[src/rtl/mem_arbiter.sv]
`default_nettype none
// =============================================================================
// mem_arbiter : round-robin arbiter sharing one single-port word memory
//               between instruction fetch (A, read-only) and load/store (B).
// Revision    : 1.0
// =============================================================================
module mem_arbiter #(
    parameter int ADDR_WIDTH = 8,
    parameter int DATA_WIDTH = 32
) (
    input  logic                  clk,
    input  logic                  rst_n,

    input  logic                  a_req_valid,
    input  logic [ADDR_WIDTH-1:0] a_req_addr,
    output logic                  a_req_ready,
    output logic                  a_rsp_valid,
    output logic [DATA_WIDTH-1:0] a_rsp_data,
    output logic                  a_rsp_err,

    input  logic                  b_req_valid,
    input  logic [ADDR_WIDTH-1:0] b_req_addr,
    input  logic                  b_req_we,
    input  logic [DATA_WIDTH-1:0] b_req_wdata,
    output logic                  b_req_ready,
    output logic                  b_rsp_valid,
    output logic [DATA_WIDTH-1:0] b_rsp_data,
    output logic                  b_rsp_err,

    output logic [ADDR_WIDTH-1:0] mem_addr,
    output logic [DATA_WIDTH-1:0] mem_data_in,
    output logic                  mem_write_enable,
    input  logic [DATA_WIDTH-1:0] mem_data_out
);

    typedef enum logic {
        PORT_A = 1'b0,
        PORT_B = 1'b1
    } port_t;

    port_t r_last_grant;

    logic w_grant_a;
    logic w_grant_b;
    logic w_xfer_a;
    logic w_xfer_b;
    logic w_a_misaligned;
    logic w_b_misaligned;

    assign w_a_misaligned = |a_req_addr[1:0];
    assign w_b_misaligned = |b_req_addr[1:0];

    // On contention the port that did not win last time is served.
    assign w_grant_a = a_req_valid && (!b_req_valid || (r_last_grant == PORT_B));
    assign w_grant_b = b_req_valid && (!a_req_valid || (r_last_grant == PORT_A));

    // Externally visible grants are suppressed while reset is held; the
    // flops below are already forced by reset, so they use the raw grants.
    assign w_xfer_a = w_grant_a && rst_n;
    assign w_xfer_b = w_grant_b && rst_n;

    assign a_req_ready = w_xfer_a;
    assign b_req_ready = w_xfer_b;

    always_comb begin
        mem_addr         = '0;
        mem_data_in      = '0;
        mem_write_enable = 1'b0;
        if (w_xfer_a) begin
            mem_addr = a_req_addr;
        end else if (w_xfer_b) begin
            mem_addr         = b_req_addr;
            mem_data_in      = b_req_wdata;
            mem_write_enable = b_req_we && !w_b_misaligned;
        end
    end

    always_ff @(posedge clk or negedge rst_n) begin
        if (!rst_n) begin
            r_last_grant <= PORT_B;
            a_rsp_valid  <= 1'b0;
            a_rsp_data   <= '0;
            a_rsp_err    <= 1'b0;
            b_rsp_valid  <= 1'b0;
            b_rsp_data   <= '0;
            b_rsp_err    <= 1'b0;
        end else begin
            a_rsp_valid <= w_grant_a;
            b_rsp_valid <= w_grant_b;

            if (w_grant_a) begin
                r_last_grant <= PORT_A;
                a_rsp_err    <= w_a_misaligned;
                a_rsp_data   <= w_a_misaligned ? '0 : mem_data_out;
            end

            // Writes and misaligned accesses answer with zero data.
            if (w_grant_b) begin
                r_last_grant <= PORT_B;
                b_rsp_err    <= w_b_misaligned;
                b_rsp_data   <= (b_req_we || w_b_misaligned) ? '0 : mem_data_out;
            end
        end
    end

endmodule
`default_nettype wire

[config.mk]
export PLATFORM = sky130hd
export DESIGN_NAME = mem_arbiter
export DESIGN_NICKNAME = d
export VERILOG_FILES = /design/src/rtl/mem_arbiter.sv
export SDC_FILE = /design/constraint.sdc
export NUM_CORES = 1
export LEC_CHECK = 0
export CAP_MARGIN = 20
export CORE_MARGIN = 2
export CORE_UTILIZATION = 37
export CTS_CLUSTER_DIAMETER = 50
export CTS_CLUSTER_SIZE = 28
export DETAILED_ROUTE_END_ITERATION = 8
export PLACE_DENSITY = 0.78
export SYNTH_ARGS = -nofsm -noshare
export SYNTH_HDL_FRONTEND = slang
export SYNTH_SLANG_ARGS = --single-unit
[constraint.sdc]
create_clock -name clk -period 2 [get_ports clk]
set_input_delay 0.2 -clock clk [delete_from_list [all_inputs] [get_ports clk]]
set_output_delay 0.2 -clock clk [all_outputs]
set_load 0.1 [all_outputs]
* Yosys cells after proc, flatten, opt, wreduce, memory -nomap -nowiden
Cells that the tools add are included.
W data, S select, Z words.
** Word-level totals
- Register bits :: 69
- Word-level logic and storage cells :: 32
** Operators by class
- Bitwise operators :: 1
- Muxes and demuxes :: 10
- Reduce and logical (&&, ||, !) cells :: 14
** Operators with widths (count)
- $mux W32 :: 4
- $mux W8 :: 2
- $logic_and A1 B1 Y1 :: 5
- $mux W1 :: 4
- $reduce_or A2 Y1 :: 2
- $logic_not A1 Y1 :: 3
- $logic_or A1 B1 Y1 :: 3
- $reduce_bool A2 Y1 :: 1
- $not A1 Y1 :: 1

* Longest topological paths before layout
Gate-level depths: netlist of the first run.
- Depth in word-level cells :: 6
- Gate-level depth with buffers :: 8
- Depth with buffers taken out :: 4

* Worst setup path after synthesis of the first run
OpenSTA, ideal clock, no wires.
- Path kind :: register to output
- Start :: reg r_last_grant
- End :: out mem_addr[0]
- Path buffers :: 2
- Path slack :: -0.425 ns
- Arrival :: 2.225 ns
- Required time :: 1.800 ns
- Cell stages (with the launch flop) :: 6
- Cells stage by stage :: dfstp_2 -> nand2b_1 -> buf_2 -> and3_1 -> buf_2 -> a22o_1
** On the way
- Elaborated cells between the ends (all ways) :: 9
- Classes of those cells :: 2 x mux; 1 x bitwise; 6 x reduce/logical
** RTL lines
- from (decl) :: line 41 : port_t r_last_grant;
- from (signal assigned) :: line 80 : r_last_grant <= PORT_B;
- from (signal assigned) :: line 92 : r_last_grant <= PORT_A;
- from (signal assigned) :: line 99 : r_last_grant <= PORT_B;
- $logic_or A1 B1 Y1 :: line 54 : assign w_grant_a = a_req_valid && (!b_req_valid || (r_last_grant == PORT_B));
- $logic_and A1 B1 Y1 :: line 54
- $logic_and A1 B1 Y1 :: line 59 : assign w_xfer_a = w_grant_a && rst_n;
- named net a_req_ready :: line 16 : output logic a_req_ready,
- $mux W8 :: line 69 : if (w_xfer_a) begin
- to (decl) :: line 30 : output logic [ADDR_WIDTH-1:0] mem_addr,
The timed path passes the listed nets, and every way through them passes these cells.

* Worst setup path in the final report of the first run
- Start :: reg r_last_grant
- End :: out mem_addr[7]
** On the way
- Longest elaborated chain between the ends :: 6
- Elaborated cells between the ends (all ways) :: 9
- Classes of those cells :: 2 x mux; 1 x bitwise; 6 x reduce/logical
** RTL lines
- $not A1 Y1 :: line 55 : assign w_grant_b = b_req_valid && (!a_req_valid || (r_last_grant == PORT_A));
- $logic_or A1 B1 Y1 :: line 55
- $logic_and A1 B1 Y1 :: line 55
- $logic_and A1 B1 Y1 :: line 60 : assign w_xfer_b = w_grant_b && rst_n;
- $mux W8 :: line 71 : end else if (w_xfer_b) begin
- $mux W8 * :: line 69
Mark *: on every way between the ends. The rest lies on a longest branch, timed or not.

==> results of run 1 <==
-- cell families after synthesis --
| family | after synthesis |
|---|---|
| buf+inv | 68 |
| flops | 69 |
| simple gates | 170 |
| compound gates | 45 |
-- final cells by class --
class | count | area share
flip-flops and latches | 69 | 0.304
inverters | 34 | 0.0225
clock inverters | 5 | 0.0106
well taps | 105 | 0.0231
multi-input cells | 215 | 0.200
clock buffers | 11 | 0.0249
repair buffers | 212 | 0.415
-- through the flow --
stage	area (µm²)	cells	hold WS, ps	setup slack, ps	power, W
detailed placement	5460	634	256	125	0.00350
finish	5680	651	432	65.7	0.00461
floorplan	3180	352	-95.6	-154	0.00285
global placement	5460	634	253	156	0.00348
global route	5680	651	439	8.17	0.00477
CTS	5670	651	437	16.9	0.00463
-- cell usage in the layout, fill, tap and decap left out --
master,instances
a21bo_1,1
a21oi_1,2
a22o_2,8
and2_1,1
and2_4,1
and3_1,32
and3_2,1
buf_12,44
buf_4,82
buf_6,2
bufinv_16,1
clkbuf_1,1
clkbuf_8,10
clkdlybuf4s50_1,83
clkinv_2,1
clkinv_4,2
clkinvlp_4,1
dfrtp_1,68
dfstp_2,1
dlygate4sd3_1,1
inv_1,33
inv_2,1
nand2_1,65
nand2b_1,1
nand3_1,33
nand4_1,32
nor2_1,1
nor2_2,2
nor3_2,1
o21ai_1,34
-- path summary, 6_finish.rpt --
check	startpoint	end	slack [ps]
max	r_last_grant	mem_addr[7]	70
min	rst_n	b_rsp_data[7]	430
max reg2reg	r_last_grant	a_rsp_data[0]	310
min reg2reg	b_rsp_data[10]	b_rsp_data[10]	470
max in group asynchronous	rst_n	a_rsp_data[20]	1220
min in group clk	mem_data_out[30]	b_rsp_data[30]	450
-- Yosys cell counts (all sizes together) --
library cell and n:
a21bo 1, a21oi 2, a22o 8, and2 2, and3 33, buf 17, clkbuf 17, dfrtp 68
dfstp 1, inv 34, nand2 65, nand2b 1, nand3 33, nand4 32, nor2 3, nor3 1
o21ai 34
-- power by group through the flow --
stage                     clock, W  sequential (W)  combinational [W]
after floorplan                  0         0.00227           0.000581
after global placement           0         0.00157            0.00190
after detailed placement         0         0.00158            0.00192
after CTS                  0.00116         0.00155            0.00193
after global routing       0.00122         0.00156            0.00199
final                      0.00114         0.00155            0.00192
-- critical path, delay by kind of cell, from the launching register on --
family                 cells  cell delay (ps)
AND/OR/NAND/NOR            1              200
flip-flops                 1              550
buffers and inverters      2              230
AO/OA/AOI/OAI              2              430
-- flip-flops by register name, indices dropped and copies added (netlist names) --
signal / flops
a_rsp_err: 1
a_rsp_valid: 1
r_last_grant: 1
b_rsp_valid: 1
b_rsp_data: 32
b_rsp_err: 1
a_rsp_data: 32
-- layer usage --
layer  global-route usage  wire length, µm  vias to the layer above
met1                0.327             4540                     1585
met4               0.0575              137                        0
li1                     -                -                     1567
met5                    0                0                        -
met2                0.407             5960                      133
met3               0.0465              895                        8
-- repair_timing --
item                                    4_1_cts  5_1_grt
gates resized for setup                       0        3
hold buffers                                  1        0
buffers inserted                              0        0
endpoints found under the hold margin        68        0
endpoints found under the setup margin        0       34
==> impl_metrics.toml, run 1 <==
[power_and_ir_drop]
leakage_nw = 2.82
max-vdd-ir-drop_mv = 0.552
internal_power_w = 0.00264
p_sw_w = 0.00197
pwr-share-comb = 0.417
switching_share = 0.426
power_density_mw_per_mm2 = 811
seq_power_share = 0.337
power_frac_clock = 0.247

[job]
max-cap-violations = 0

[layout]
fin_util = 0.688
syn_to_final_growth_pct = 79.5
multi_input_area_mm2 = 0.00113
fill_cells = 649
layout.nets = 626
diodes = 0
final-seq-area_mm2 = 0.00173
drive_above_1_share = 0.289

[global_routing]
grt_use_total = 0.243
antenna_found_initial = 0
grt.overflow.total = 0
grt_max_degree = 45
grt_pass1_wl_mm = 17.0
grt_pass1_vias = 3161

[logic_synthesis]
synthMuxAreaShare = 0
netlist-cell-type-count = 21
synth_xor_area_frac = 0
seq_area_frac_synth = 0.546
syn_avg_cell_area_um2 = 8.99
synthCells = 352
yosys.area.top_type = "dfrtp_1"
synth_compound_area_frac = 0.0822
synth_top_area_frac = 0.538
synth-seq-cells = 69
synth_fp_nets = 437
synth.area.top_cells = "dfrtp_1 54%, nand2_1 7.7%, and3_1 6.5%, nand4_1 6.3%, o21ai_1 5.4%"
synthAdderAreaFrac = 0
syn-cell-area_mm2 = 0.00317
yosysWarnings = 0
synth_top_family_by_area = "simple AND/OR/NAND/NOR gates"
synthSimpleGateAreaFrac = 0.270

[timing]
min_period_over_period = 0.967
tightest_slew_ps = 374
rsz0062_at_grt = "no"
finClkSkew_ps = 6.52
final_max_slew_viol_count = 0
min_period_ps = 1930
setup_viol = 0
setup_tns_ps = 0
max_freq_mhz = 517
timing.slew.headroom = 0.751
hold_viol_final = 0

[route]
drc_errors = 0
routed_wl_mm = 11.5
viasPerCell = 5.06
ant_nets = 0
wl_per_cell_um = 17.7
drt_pass1_iterations = 4
vias = 3293
dr.first_iter.drc_count = 152

[worst_hold_path]
hold_path.class = "primary input to async pin"

[placed_design]
dpl.hpwl_mm = 8.82
port_buffers = 195
gp_congestion = 0.828

[clocking]
htree_levels = 3
cts_root_buffer = "clkbuf_8"
clk_latency_ps = 320
cts_made_buffers = 9
cts.clk_slew.worst_paths_ps = 80
cts_buffer_depth = 2
cts_tree = "yes"
cts_sinks = 69

[floorplanning]
die_y_um = 96.5
ios = 196
coreArea_mm2 = 0.00826
rows = 33
start_util = 0.383
die_w_um = 96.5
fp.dieArea_mm2 = 0.00931

[setup_path]
cp_slowest_stage_delay_ps = 550
cp-start-kind = "flip-flop"
worstPathArrival_ps = 1730
r2r_cells = 5
path_cells = "a21bo_1 > inv_2 > and2_4 > a22o_2 > buf_12"
cp_max_fo = 9
cp.required_ps = 1800
crit_slowest_cell = "dfstp_2"
cp-end-kind = "primary output"
path_class = "flip-flop to primary output"

[run_status]
status = "finished clean"
No activity file was read; power rests on OpenSTA's default activity.
==> inputs of run 2 (changes only) <==
--- a/config.mk
+++ b/config.mk
@@ -5,6 +5,7 @@
 export SDC_FILE = /design/constraint.sdc
 export NUM_CORES = 1
 export LEC_CHECK = 0
+export ABC_AREA = 0
 export CAP_MARGIN = 20
 export CORE_MARGIN = 2
 export CORE_UTILIZATION = 37
==> results of run 2 <==
The final DEF is identical to that of run 1; final timing and power are the same.
